<file path="src/rtl/mac_sign_pipe_pkg.sv">
// Shared types and helpers for the pipelined signed multiply-accumulate engine.
package mac_pkg;

    // Widest product the multiplier pipeline carries; products are sign-extended into this field.
    localparam int PROD_MAX_W = 64;

    // One multiplier pipeline stage: beat valid, end-of-vector marker and sign-extended product.
    typedef struct packed {
        logic                         valid;
        logic                         last;
        logic signed [PROD_MAX_W-1:0] prod;
    } stage_t;

    // Largest signed value representable in accW bits, sign-extended to PROD_MAX_W.
    function automatic logic signed [PROD_MAX_W-1:0] sat_max(input int accW);
        logic [PROD_MAX_W-1:0] one;
        one = {{(PROD_MAX_W-1){1'b0}}, 1'b1};
        return signed'((one << (accW - 1)) - one);
    endfunction

    // Smallest signed value representable in accW bits, sign-extended to PROD_MAX_W.
    function automatic logic signed [PROD_MAX_W-1:0] sat_min(input int accW);
        logic [PROD_MAX_W-1:0] one;
        one = {{(PROD_MAX_W-1){1'b0}}, 1'b1};
        return signed'(~((one << (accW - 1)) - one));
    endfunction

endpackage

</file>
<file path="src/rtl/mac_sign_pipe_if.sv">
// Streaming operand input and result output bundle of the MAC engine.
interface mac_sign_pipe_if #(
    parameter int DATA_W = 8,
    parameter int ACC_W  = 32
);
    logic                     in_valid;
    logic                     in_ready;
    logic signed [DATA_W-1:0] op1;
    logic signed [DATA_W-1:0] op2;
    logic                     in_last;
    logic                     out_valid;
    logic                     out_ready;
    logic signed [ACC_W-1:0]  acc_out;
    logic                     out_ovf;

    // Producer/consumer side: supplies operand beats and accepts results.
    modport master (
        output in_valid, op1, op2, in_last, out_ready,
        input  in_ready, out_valid, acc_out, out_ovf
    );

    // Engine side.
    modport slave (
        input  in_valid, op1, op2, in_last, out_ready,
        output in_ready, out_valid, acc_out, out_ovf
    );
endinterface

</file>
<file path="src/rtl/mac_sign_pipe_mul.sv">
// Signed DATA_W x DATA_W multiplier with MUL_STAGES registered stages and valid/last sidebands.
module mul_sign_pipe
    import mac_pkg::*;
#(
    parameter int DATA_W     = 8,
    parameter int MUL_STAGES = 2
) (
    input  logic                     clk,
    input  logic                     rst_n,
    input  logic                     i_en,
    input  logic                     i_valid,
    input  logic                     i_last,
    input  logic signed [DATA_W-1:0] i_op1,
    input  logic signed [DATA_W-1:0] i_op2,
    output stage_t                   o_stage
);

    if (MUL_STAGES < 1) begin : g_err_stages
        $error("mul_sign_pipe: MUL_STAGES must be at least 1");
    end
    if (2 * DATA_W > PROD_MAX_W) begin : g_err_width
        $error("mul_sign_pipe: product does not fit the stage record");
    end

    logic signed [2*DATA_W-1:0] w_prod;
    stage_t                     r_stage [MUL_STAGES];

    assign w_prod  = i_op1 * i_op2;
    assign o_stage = r_stage[MUL_STAGES-1];

    // Shift the product and its sidebands down the pipeline whenever the engine advances.
    always_ff @(posedge clk) begin
        if (!rst_n) begin
            for (int i = 0; i < MUL_STAGES; i++) begin
                r_stage[i] <= '0;
            end
        end else if (i_en) begin
            r_stage[0] <= '{valid: i_valid, last: i_last, prod: PROD_MAX_W'(w_prod)};
            for (int i = 1; i < MUL_STAGES; i++) begin
                r_stage[i] <= r_stage[i-1];
            end
        end
    end

endmodule

</file>
<file path="src/rtl/mac_sign_pipe.sv">
// Pipelined signed multiply-accumulate: one dot product with sticky overflow per operand vector.
module mac_sign_pipe
    import mac_pkg::*;
#(
    parameter int DATA_W     = 8,
    parameter int ACC_W      = 32,
    parameter int MUL_STAGES = 2,
    parameter bit SATURATE   = 1'b0
) (
    input logic           clk,
    input logic           rst_n,
    mac_sign_pipe_if.slave bus
);

    // One guard bit above the widest operand of the add makes the sum exact.
    localparam int SUM_W = PROD_MAX_W + 1;
    localparam logic signed [SUM_W-1:0] SAT_HI = SUM_W'(sat_max(ACC_W));
    localparam logic signed [SUM_W-1:0] SAT_LO = SUM_W'(sat_min(ACC_W));

    if (ACC_W < 2 * DATA_W) begin : g_err_acc_narrow
        $error("mac_sign_pipe: ACC_W must be at least 2*DATA_W");
    end
    if (ACC_W > PROD_MAX_W) begin : g_err_acc_wide
        $error("mac_sign_pipe: ACC_W exceeds supported width");
    end

    stage_t                  w_fin;
    logic                    w_en;
    logic signed [SUM_W-1:0] w_sum;
    logic                    w_ovf_now;
    logic signed [ACC_W-1:0] w_next;

    logic signed [ACC_W-1:0] r_acc;
    logic                    r_sticky;
    logic signed [ACC_W-1:0] r_acc_out;
    logic                    r_out_ovf;
    logic                    r_out_valid;

    // The whole engine stalls only while a result is offered and not taken.
    assign w_en         = !(r_out_valid && !bus.out_ready);
    assign bus.in_ready = w_en && rst_n;
    assign bus.out_valid = r_out_valid;
    assign bus.acc_out   = r_acc_out;
    assign bus.out_ovf   = r_out_ovf;

    mul_sign_pipe #(
        .DATA_W    (DATA_W),
        .MUL_STAGES(MUL_STAGES)
    ) u_mul (
        .clk    (clk),
        .rst_n  (rst_n),
        .i_en   (w_en),
        .i_valid(bus.in_valid),
        .i_last (bus.in_last),
        .i_op1  (bus.op1),
        .i_op2  (bus.op2),
        .o_stage(w_fin)
    );

    // Exact sum of accumulator and product, range check, then wrap or clamp into ACC_W bits.
    always_comb begin
        w_sum     = SUM_W'(r_acc) + SUM_W'($signed(w_fin.prod));
        w_ovf_now = (w_sum > SAT_HI) || (w_sum < SAT_LO);
        w_next    = w_sum[ACC_W-1:0];
        if (SATURATE && w_ovf_now) begin
            w_next = w_sum[SUM_W-1] ? SAT_LO[ACC_W-1:0] : SAT_HI[ACC_W-1:0];
        end
    end

    // Accumulate beats; on the last beat publish the result and restart from zero with no bubble.
    always_ff @(posedge clk) begin
        if (!rst_n) begin
            r_acc       <= '0;
            r_sticky    <= 1'b0;
            r_acc_out   <= '0;
            r_out_ovf   <= 1'b0;
            r_out_valid <= 1'b0;
        end else if (w_en) begin
            r_out_valid <= 1'b0;
            if (w_fin.valid) begin
                if (w_fin.last) begin
                    r_acc_out   <= w_next;
                    r_out_ovf   <= r_sticky | w_ovf_now;
                    r_out_valid <= 1'b1;
                    r_acc       <= '0;
                    r_sticky    <= 1'b0;
                end else begin
                    r_acc    <= w_next;
                    r_sticky <= r_sticky | w_ovf_now;
                end
            end
        end
    end

endmodule

</file>
<file path="src/flat_wrapper.sv">
// flat-port wrapper written by rule: the top's interface ports become plain ports
module mac_sign_pipe_flat import mac_pkg::*;
#(
    parameter int DATA_W     = 8,
    parameter int ACC_W      = 32,
    parameter int MUL_STAGES = 2,
    parameter bit SATURATE   = 1'b0
)
  (clk, rst_n, bus_in_valid, bus_op1, bus_op2, bus_in_last, bus_out_ready, bus_in_ready, bus_out_valid, bus_acc_out, bus_out_ovf);
  mac_sign_pipe_if #(.DATA_W(DATA_W), .ACC_W(ACC_W)) bus_i ();
  input logic clk;
  input logic rst_n;
  input wire logic [$bits(bus_i.in_valid)-1:0] bus_in_valid;
  input wire logic [$bits(bus_i.op1)-1:0] bus_op1;
  input wire logic [$bits(bus_i.op2)-1:0] bus_op2;
  input wire logic [$bits(bus_i.in_last)-1:0] bus_in_last;
  input wire logic [$bits(bus_i.out_ready)-1:0] bus_out_ready;
  output wire logic [$bits(bus_i.in_ready)-1:0] bus_in_ready;
  output wire logic [$bits(bus_i.out_valid)-1:0] bus_out_valid;
  output wire logic [$bits(bus_i.acc_out)-1:0] bus_acc_out;
  output wire logic [$bits(bus_i.out_ovf)-1:0] bus_out_ovf;
  assign bus_i.in_valid = bus_in_valid;
  assign bus_i.op1 = bus_op1;
  assign bus_i.op2 = bus_op2;
  assign bus_i.in_last = bus_in_last;
  assign bus_i.out_ready = bus_out_ready;
  assign bus_in_ready = bus_i.in_ready;
  assign bus_out_valid = bus_i.out_valid;
  assign bus_acc_out = bus_i.acc_out;
  assign bus_out_ovf = bus_i.out_ovf;
  mac_sign_pipe #(.DATA_W(DATA_W), .ACC_W(ACC_W), .MUL_STAGES(MUL_STAGES), .SATURATE(SATURATE)) u_core (.clk(clk), .rst_n(rst_n), .bus(bus_i));
endmodule
</file>
<file path="config.mk">
export PLATFORM = sky130hd
export DESIGN_NAME = mac_sign_pipe_flat
export DESIGN_NICKNAME = d
export VERILOG_FILES = /design/src/rtl/mac_sign_pipe_pkg.sv /design/src/rtl/mac_sign_pipe_if.sv /design/src/rtl/mac_sign_pipe_mul.sv /design/src/rtl/mac_sign_pipe.sv /design/src/flat_wrapper.sv
export SDC_FILE = /design/constraint.sdc
export NUM_CORES = 1
export LEC_CHECK = 0
export BUFFER_PORTS_ARGS = -buffer_cell sky130_fd_sc_hd__buf_2
export CAP_MARGIN = 15
export CORE_ASPECT_RATIO = 1.5
export CORE_MARGIN = 8
export CORE_UTILIZATION = 38
export DETAILED_ROUTE_END_ITERATION = 10
export HOLD_SLACK_MARGIN = 0.15
export PLACE_DENSITY = 0.58
export SYNTH_ARGS = -nofsm -noshare
export SYNTH_HDL_FRONTEND = slang
export SYNTH_SLANG_ARGS = --single-unit
export TNS_END_PERCENT = 5
</file>
<file path="constraint.sdc">
create_clock -name clk -period 6 [get_ports clk]
set_input_delay 0.9 -clock clk [delete_from_list [all_inputs] [get_ports clk]]
set_output_delay 0.9 -clock clk [all_outputs]
set_load 0.1 [all_outputs]
</file>
==> impl_metrics.sql, run 1 <==
INSERT INTO impl_metrics (metric_group, metric, value, unit) VALUES
('setup_path', 'worst_ep_required_time', '6.09', 'ns'),
('cts', 'insertion_delay', '0.35', 'ns'),
('route', 'antenna_left', '0', ''),
('power_and_ir_drop', 'power.net_switching', '0.8844', 'mW'),
('status', 'status', 'finished clean', ''),
('global_route', 'grt_first_pass_wirelength', '28.99', 'mm'),
('route', 'detailroute.wirelength.met2', '9.246', 'mm'),
('sta', 'setup_tns', '0', 'ns'),
('flow_run', 'drv.max_cap_violation_count', '0', ''),
('sta', 'final.setup_skew', '0.01117', 'ns'),
('logic_synthesis', 'post_synth_main_area_contributors', 'sky130_fd_sc_hd__dfxtp_1, sky130_fd_sc_hd__fa_1, sky130_fd_sc_hd__edfxtp_1, sky130_fd_sc_hd__ha_1, sky130_fd_sc_hd__and2_1', ''),
('cts', 'cts_root_buffer', 'sky130_fd_sc_hd__clkbuf_16', ''),
('power_and_ir_drop', 'vdd.ir_drop.worst', '132.1', 'uV'),
('logic_synthesis', 'yosys.area.top_type_share', '0.1703', ''),
('sta', 'worst_slew_pin_slew', '0.9941', 'ns'),
('route', 'routed_wire_length_per_instance', '14.98', 'um'),
('sta', 'grt_setup_unrepaired', 'false', ''),
('route', 'drc', '0', ''),
('global_route', 'grt_max_degree', '78', ''),
('placed_design', 'place_area', '8407', 'um^2'),
('sta', 'slew_viol_final', '0', ''),
('setup_path', 'worst_case_reg_to_reg_path_depth', '15', ''),
('logic_synthesis', 'number_of_synthesized_register_bits', '103', ''),
('floorplan', 'core', '20340', 'um^2'),
('cells_and_area', 'final_area', '8718', 'um^2'),
('logic_synthesis', 'synth_seq_area_share', '0.3076', ''),
('floorplan', 'dieHeight', '192.3', 'um'),
('power_and_ir_drop', 'p_sw_frac', '0.3544', ''),
('floorplan', 'initial_core_util', '0.3871', ''),
('cells_and_area', 'most_frequent_standard_cell_in_the_layout_excluding_fill_and_tap_cells', 'sky130_fd_sc_hd__nand2_1', ''),
('global_route', 'global_routing_usage_summed_across_all_routing_layers', '0.1374', ''),
('cts', 'cts.repair.resized', '0', ''),
('cts', 'cts_made_buffers', '9', ''),
('logic_synthesis', 'synthesis.nets', '979', ''),
('logic_synthesis', 'synth-main-ff-cell', 'sky130_fd_sc_hd__dfxtp_1', ''),
('logic_synthesis', 'synth_edf_count', '36', ''),
('min_path', 'hold_path_cell_cnt', '2', ''),
('floorplan', 'placement_rows', '64', ''),
('route', 'number_of_search_and_repair_iterations_in_the_first_detailed_routing_pass', '4', ''),
('placed_design', 'place_hpwl', '13.47', 'mm'),
('power_and_ir_drop', 'power_density', '286.2', 'nW/um^2'),
('logic_synthesis', 'syn_area_cell', '9.396', 'um^2'),
('cells_and_area', 'diode_count', '0', ''),
('route', 'route.vias.total', '5863', ''),
('sta', 'max_slew_margin', '0.3365', ''),
('floorplan', 'dieArea', '25680', 'um^2'),
('setup_path', 'critPathCaptureType', 'flip-flop', ''),
('cts', 'clk_transition_reported_paths', '0.07', 'ns'),
('logic_synthesis', 'synth_top_cell_by_area', 'sky130_fd_sc_hd__dfxtp_1', ''),
('power_and_ir_drop', 'pwr-share-seq', '0.339', ''),
('cells_and_area', 'drive_above_1_share', '0.09276', ''),
('cts', 'ctsHtreeMaxLevel', '3', ''),
('floorplan', 'io-pin-count', '56', ''),
('min_path', 'min_path_type', 'flip-flop to flip-flop', ''),
('route', 'routed_wl', '17.20', 'mm'),
('sta', 'setup_viol', '0', ''),
('logic_synthesis', 'syn_inst', '838', ''),
('power_and_ir_drop', 'gate_power_share', '0.413', ''),
('cts', 'cts_setup_buffers', '0', ''),
('sta', 'hold_violations', '0', ''),
('global_route', 'antenna_violations_before_repair', '0', ''),
('setup_path', 'path_class', 'input port to flip-flop', ''),
('setup_path', 'startpoint_type', 'input port', ''),
('sta', 'max_clock_freq', '205.5', 'MHz'),
('global_route', 'grt_pass1_vias', '6001', ''),
('cts', 'tritoncts_num_sinks', '103', ''),
('cts', 'clock_tree.buffer_depth', '2', ''),
('cells_and_area', 'area.growth.synth_to_final', '10.73', '%'),
('logic_synthesis', 'synth.lib_cells_used.distinct', '49', ''),
('route', 'wl_met3', '442', 'um'),
('route', 'm1WireLength', '7.062', 'mm');
==> path summary, 6_finish.rpt <==
check	to	start	slack [ns]
setup / recovery	u_core.u_mul.r_stage[0][14]	bus_op2[4]	1.13
hold / removal	u_core.bus.acc_out[5]	u_core.bus.acc_out[5]	0.46
setup reg to reg	u_core.bus.out_ovf	u_core.u_mul.r_stage[0][129]	1.32
hold reg to reg	u_core.bus.acc_out[5]	u_core.bus.acc_out[5]	0.46
==> per-stage QoR <==
stage	std cells	worst slack (ns)	total power [mW]	hold slack, ns
global route	1148	0.8009	2.714	0.4787
global placement	1132	0.7943	1.892	0.4477
CTS	1148	1.107	2.537	0.4677
detailed placement	1132	0.7371	1.908	0.4564
finish	1148	1.133	2.495	0.4623
floorplan	838	1.035	1.699	0.4482
==> sequential cells by signal, indices dropped and copies added (netlist names) <==
| register | count |
|---|---|
| u_core.r_acc | 32 |
| u_core.bus.acc_out | 32 |
| u_core.u_mul.r_stage | 36 |
| u_core.r_sticky | 1 |
| u_core.bus.out_valid | 1 |
| u_core.bus.out_ovf | 1 |
==> worst max-delay path: stages <==
cell and delay, ns:
sky130_fd_sc_hd__buf_2 0.15, sky130_fd_sc_hd__and2_1 0.18, sky130_fd_sc_hd__fa_1 0.42, sky130_fd_sc_hd__inv_1 0.09
sky130_fd_sc_hd__fa_1 0.40, sky130_fd_sc_hd__fa_1 0.47, sky130_fd_sc_hd__fa_1 0.54, sky130_fd_sc_hd__inv_1 0.04
sky130_fd_sc_hd__ha_1 0.30, sky130_fd_sc_hd__nor2b_1 0.18, sky130_fd_sc_hd__o21ai_0 0.11, sky130_fd_sc_hd__a21boi_0 0.26
sky130_fd_sc_hd__o21ai_0 0.14, sky130_fd_sc_hd__a21oi_1 0.20, sky130_fd_sc_hd__o21ai_0 0.13, sky130_fd_sc_hd__a21oi_1 0.21
sky130_fd_sc_hd__o21ai_0 0.10, sky130_fd_sc_hd__nor3b_1 0.14
==> Yosys cell counts (all sizes together), types with 2 or more instances <==
| master | instances |
|---|---|
| a2111oi | 3 |
| a211o | 2 |
| a211oi | 2 |
| a21boi | 14 |
| a21o | 22 |
| a21oi | 45 |
| a22oi | 18 |
| a31oi | 5 |
| and2 | 49 |
| and3 | 31 |
| clkbuf | 29 |
| dfxtp | 67 |
| edfxtp | 36 |
| fa | 59 |
| ha | 61 |
| inv | 72 |
| mux2i | 9 |
| nand2 | 78 |
| nand2b | 14 |
| nand3 | 13 |
| nand4 | 5 |
| nor2 | 35 |
| nor2b | 38 |
| nor3 | 17 |
| nor3b | 5 |
| nor4 | 2 |
| o2111ai | 2 |
| o211a | 2 |
| o211ai | 3 |
| o21a | 4 |
| o21ai | 38 |
| o21bai | 5 |
| o31ai | 3 |
| xnor2 | 22 |
| xor2 | 18 |
==> logic make-up (layout without fill, tap and decap cells) <==
family / count (synthesis) / after routing / share of synthesized area
flops: 103 / 103 / 0.3076
mux: 9 / 9 / 0.01144
compound gates: 172 / 172 / 0.1468
simple gates: 292 / 292 / 0.1940
fa+ha+maj: 120 / 120 / 0.2469
xor+xnor: 40 / 40 / 0.04449
buf+inv: 102 / 148 / 0.04862
==> metal layers <==
layer | vias to the layer above | track usage
met5 | - | 0
li1 | 2939 | -
met2 | 90 | 0.2657
met3 | 27 | 0.01954
met1 | 2807 | 0.1463
met4 | 0 | 0.05245
==> layout make-up <==
class / instances / area [um^2]
fillers: 2040 / 11620
multi-input cells: 633 / 5071
flip-flops and latches: 103 / 2422
well taps: 264 / 330.3
repair buffers: 60 / 312.8
inverters: 72 / 270.3
clock buffers: 9 / 225.2
clock inverters: 7 / 86.33
==> power groups by stage <==
stage               clock (mW)  combinational, mW  sequential (mW)
global route             0.663               1.20            0.853
CTS                      0.637               1.05            0.846
global placement             0               1.03            0.861
finish                   0.619               1.03            0.845
floorplan                    0              0.838            0.861
detailed placement           0               1.05            0.863
Note: power is estimated with default switching activity, not from simulation.
==> run 2: changes to the inputs <==
--- a/config.mk
+++ b/config.mk
@@ -5,6 +5,7 @@
 export SDC_FILE = /design/constraint.sdc
 export NUM_CORES = 1
 export LEC_CHECK = 0
+export ABC_AREA = 1
 export BUFFER_PORTS_ARGS = -buffer_cell sky130_fd_sc_hd__buf_2
 export CAP_MARGIN = 15
 export CORE_ASPECT_RATIO = 1.5
@@ -12,7 +13,7 @@
 export CORE_UTILIZATION = 38
 export DETAILED_ROUTE_END_ITERATION = 10
 export HOLD_SLACK_MARGIN = 0.15
-export PLACE_DENSITY = 0.58
+export PLACE_DENSITY = 0.6
 export SYNTH_ARGS = -nofsm -noshare
 export SYNTH_HDL_FRONTEND = slang
 export SYNTH_SLANG_ARGS = --single-unit
==> constraint.sdc (replaced) <==
create_clock -name clk -period 4.2 [get_ports clk]
set_input_delay 0.63 -clock clk [delete_from_list [all_inputs] [get_ports clk]]
set_output_delay 0.63 -clock clk [all_outputs]
set_load 0.1 [all_outputs]
==> impl_metrics.sql, run 2 <==
INSERT INTO impl_metrics (metric_group, metric, value, unit) VALUES
('cts', 'clock_tree.buffer_depth', '2', ''),
('cts', 'cts_setup_buffers', '0', ''),
('sta', 'hold_violations', '0', ''),
('route', 'routed_wire_length_per_instance', '14.48', 'um'),
('cts', 'cts.hold.buffers_added', '0', ''),
('setup_path', 'timing.critical_path.slowest_cell_delay', '0.53', 'ns'),
('sta', 'max_clock_freq', '244.4', 'MHz'),
('setup_path', 'crit_start', 'bus_op2[7]', ''),
('cts', 'tritoncts_num_sinks', '103', ''),
('cts', 'cts_made_buffers', '9', ''),
('cells_and_area', 'design.final.nets', '1317', ''),
('cells_and_area', 'layout.cells.non_filler', '1453', ''),
('logic_synthesis', 'yosys.area.top_type_share', '0.1607', ''),
('setup_path', 'rrSetupSlack', '0.86', 'ns'),
('setup_path', 'startpoint_type', 'input port', ''),
('cells_and_area', 'fill_cells', '2229', ''),
('global_route', 'antenna_violations_before_repair', '1', ''),
('power_and_ir_drop', 'power.leakage', '5.125', 'nW'),
('global_route', 'grt_pass1_vias', '7272', ''),
('global_route', 'global_routing_usage_summed_across_all_routing_layers', '0.1633', ''),
('cells_and_area', 'area.growth.synth_to_final', '16.72', '%'),
('cells_and_area', 'drive_above_1_share', '0.1651', ''),
('power_and_ir_drop', 'power_density', '454.6', 'nW/um^2'),
('setup_path', 'critPathCaptureType', 'flip-flop', ''),
('setup_path', 'worstSetupEndpoint', 'u_core.u_mul.r_stage[0][14]', ''),
('setup_path', 'worst_case_reg_to_reg_path_depth', '14', ''),
('route', 'routed_wl', '21.05', 'mm'),
('route', 'detail_route.vias_per_cell', '4.767', ''),
('logic_synthesis', 'synthesis.nets', '1229', ''),
('power_and_ir_drop', 'vdd.ir_drop.worst', '245.4', 'uV'),
('sta', 'max_slew_margin', '0.4988', ''),
('route', 'drc', '0', ''),
('logic_synthesis', 'netlist_top_cells_count', 'sky130_fd_sc_hd__nand2_1, sky130_fd_sc_hd__inv_1, sky130_fd_sc_hd__a21oi_1', ''),
('setup_path', 'path_max_fanout', '8', ''),
('cells_and_area', 'max_flop_register', 'u_core.u_mul.r_stage', ''),
('sta', 'worst_slew_pin_slew', '0.7500', 'ns'),
('logic_synthesis', 'synth.lib_cells_used.distinct', '45', ''),
('cells_and_area', 'diode_count', '0', ''),
('cts', 'insertion_delay', '0.37', 'ns'),
('sta', 'setup_tns', '0', 'ns'),
('flow_run', 'drv.max_cap_violation_count', '0', ''),
('route', 'route.vias.total', '6927', ''),
('route', 'drt_iter0_markers', '313', ''),
('floorplan', 'core', '21640', 'um^2'),
('global_route', 'grt_first_pass_wirelength', '34.76', 'mm'),
('route', 'number_of_search_and_repair_iterations_in_the_first_detailed_routing_pass', '4', ''),
('route', 'antenna_left', '0', ''),
('global_route', 'globalRouteOverflowTotal', '0', ''),
('logic_synthesis', 'yosys_warnings', '0', ''),
('cts', 'ctsHtreeMaxLevel', '3', ''),
('cells_and_area', 'most_frequent_standard_cell_in_the_layout_excluding_fill_and_tap_cells', 'sky130_fd_sc_hd__nand2_1', ''),
('sta', 'setup_viol', '0', ''),
('sta', 'grt_setup_unrepaired', 'true', ''),
('placed_design', 'place_hpwl', '17.51', 'mm'),
('logic_synthesis', 'netlist_area', '8346', 'um^2'),
('floorplan', 'dieArea', '27060', 'um^2'),
('floorplan', 'io-pin-count', '56', ''),
('floorplan', 'die_width', '137', 'um'),
('placed_design', 'dpl.cell_count', '1437', ''),
('setup_path', 'critical_path.most_common_cell', 'sky130_fd_sc_hd__fa_1', ''),
('sta', 'final.setup_skew', '0.01608', 'ns'),
('logic_synthesis', 'syn_area_cell', '7.671', 'um^2'),
('cts', 'clk_transition_reported_paths', '0.08', 'ns'),
('floorplan', 'dieHeight', '197.5', 'um'),
('global_route', 'grt_max_degree', '36', ''),
('setup_path', 'regToRegEndpoint', 'u_core.bus.out_ovf', ''),
('setup_path', 'arrival_time_reported_for_the_critical_path_endpoint', '4.31', 'ns'),
('logic_synthesis', 'post_synth_main_area_contributors', 'sky130_fd_sc_hd__dfxtp_1, sky130_fd_sc_hd__fa_1, sky130_fd_sc_hd__nand2_1, sky130_fd_sc_hd__edfxtp_1, sky130_fd_sc_hd__ha_1', ''),
('setup_path', 'critical_path.cell_chain', 'buf_2 -> inv_1 -> or2_4 -> fa_1 -> inv_1 -> fa_1 -> fa_1 -> fa_1 -> ha_4 -> buf_4 -> nand2_1 -> nor3_2 -> nand3_1 -> a31o_2 -> a21oi_1', ''),
('cells_and_area', 'layout_common_cells', 'sky130_fd_sc_hd__nand2_1, sky130_fd_sc_hd__inv_1, sky130_fd_sc_hd__a21oi_1', ''),
('logic_synthesis', 'synth_edf_count', '36', ''),
('setup_path', 'worst_ep_required_time', '4.42', 'ns'),
('setup_path', 'r2r_start', 'u_core.u_mul.r_stage[0][129]', ''),
('logic_synthesis', 'async_sr_flop_fraction', '0', ''),
('logic_synthesis', 'synth-main-ff-cell', 'sky130_fd_sc_hd__dfxtp_1', ''),
('status', 'status', 'finished clean', ''),
('sta', 'slew_viol_final', '0', ''),
('logic_synthesis', 'synth_seq_area_share', '0.2903', ''),
('sta', 'whs', '0.4460', 'ns'),
('cts', 'cts_root_buffer', 'sky130_fd_sc_hd__clkbuf_16', ''),
('sta', 'final_min_period_over_clock_period', '0.9743', ''),
('cts', 'clock_tree_from_tritoncts', 'done', ''),
('cells_and_area', 'largest_register_ff_count', '36', ''),
('placed_design', 'globalplace.congestion', '0.9129', ''),
('min_path', 'min_path_type', 'flip-flop to flip-flop', ''),
('logic_synthesis', 'synth_top_cell_by_area', 'sky130_fd_sc_hd__dfxtp_1', ''),
('cells_and_area', 'layout.core_utilization', '0.4502', ''),
('logic_synthesis', 'number_of_synthesized_register_bits', '103', ''),
('sta', 'period_needed', '4.092', 'ns'),
('setup_path', 'timing.critical_path.slowest_stage_cell', 'sky130_fd_sc_hd__fa_1', ''),
('logic_synthesis', 'most_used_standard_cell_by_instance_count_after_synthesis', 'sky130_fd_sc_hd__nand2_1', ''),
('setup_path', 'path_class', 'input port to flip-flop', ''),
('placed_design', 'port_buffers', '55', ''),
('logic_synthesis', 'syn_inst', '1088', ''),
('floorplan', 'initial_core_util', '0.3857', ''),
('floorplan', 'placement_rows', '66', '');
## run 2: cell count changes after synthesis, moves of 17 or more
cell | previous run | this run
sky130_fd_sc_hd__and2_1 | 49 | 0
sky130_fd_sc_hd__nor2_1 | 35 | 68
sky130_fd_sc_hd__nor2b_1 | 37 | 0
sky130_fd_sc_hd__a22oi_1 | 18 | 1
sky130_fd_sc_hd__nand2_1 | 78 | 307
sky130_fd_sc_hd__and3_1 | 31 | 1
sky130_fd_sc_hd__o21ai_0 | 38 | 11
sky130_fd_sc_hd__inv_1 | 72 | 185
sky130_fd_sc_hd__a21o_1 | 22 | 5
sky130_fd_sc_hd__nand3_1 | 13 | 43
sky130_fd_sc_hd__a21oi_1 | 45 | 75
## run 2: cell families (layout without fill, tap and decap cells)
kind of cell	after synthesis	after routing	share of synthesized area
adder cells (fa/ha/maj)	120	120	0.2330
XOR/XNOR	24	24	0.02519
AND/OR/NAND/NOR	475	475	0.2438
AO/OA/AOI/OAI	145	145	0.1072
flip-flops	103	103	0.2903
buffers and inverters	221	314	0.1006
## run 2: per-stage QoR
| stage | setup slack [ns] | power, mW | instance area, um^2 |
|---|---|---|---|
| global route | -0.03174 | 4.788 | 9741 |
| CTS | 0.1208 | 4.441 | 9722 |
| floorplan | -0.02193 | 2.824 | 8572 |
| finish | 0.1078 | 4.428 | 9741 |
| detailed placement | -0.2601 | 3.539 | 9410 |
| global placement | -0.2227 | 3.500 | 9410 |
## run 2: worst min-delay path by stage
| stage | from | to | slack (ns) | cells after the start |
|---|---|---|---|---|
| final | u_core.bus.acc_out[25] | u_core.bus.acc_out[25] | 0.45 | 2 |
| after global routing | u_core.bus.acc_out[20] | u_core.bus.acc_out[20] | 0.46 | 2 |
| after CTS | u_core.bus.acc_out[25] | u_core.bus.acc_out[25] | 0.45 | 2 |
| after detailed placement | u_core.bus.acc_out[25] | u_core.bus.acc_out[25] | 0.43 | 2 |
| after global placement | u_core.bus.acc_out[22] | u_core.bus.acc_out[22] | 0.43 | 2 |
| after floorplan | u_core.r_sticky | u_core.r_sticky | 0.45 | 2 |
## run 2: area by class of cell
class / instances / area, um^2 / area share
multi-input cells: 764 / 5273 / 0.5413
flip-flops and latches: 103 / 2422 / 0.2487
inverters: 188 / 705.7 / 0.07245
repair buffers: 110 / 688.2 / 0.07065
well taps: 272 / 340.3 / 0.03494
clock buffers: 9 / 225.2 / 0.02312
clock inverters: 7 / 86.33 / 0.008863
## run 2: repair_timing
action | CTS | global route
endpoints found under the hold margin | 0 | 0
resized for setup | 0 | 5
setup endpoints to repair | 0 | 5
## run 2: critical path: cells and delay by family
family | cells | cell delay, ns
buffers and inverters | 4 | 0.36
adders and majority gates | 5 | 2.25
and+or+nand+nor | 4 | 0.70
AOI/OAI and AO/OA | 2 | 0.37
## run 2: metal layers
| metal | share of wire | global-route usage |
|---|---|---|
| met5 | 0.00057 | 0 |
| met4 | 0.042 | 0.08643 |
| met3 | 0.022 | 0.01935 |
| met2 | 0.56 | 0.3189 |
| met1 | 0.38 | 0.1607 |
## run 2: power breakdown
group | switching, mW | internal, mW
Sequential | 0.0432 | 1.16
Clock | 0.414 | 0.476
Combinational | 1.25 | 1.08
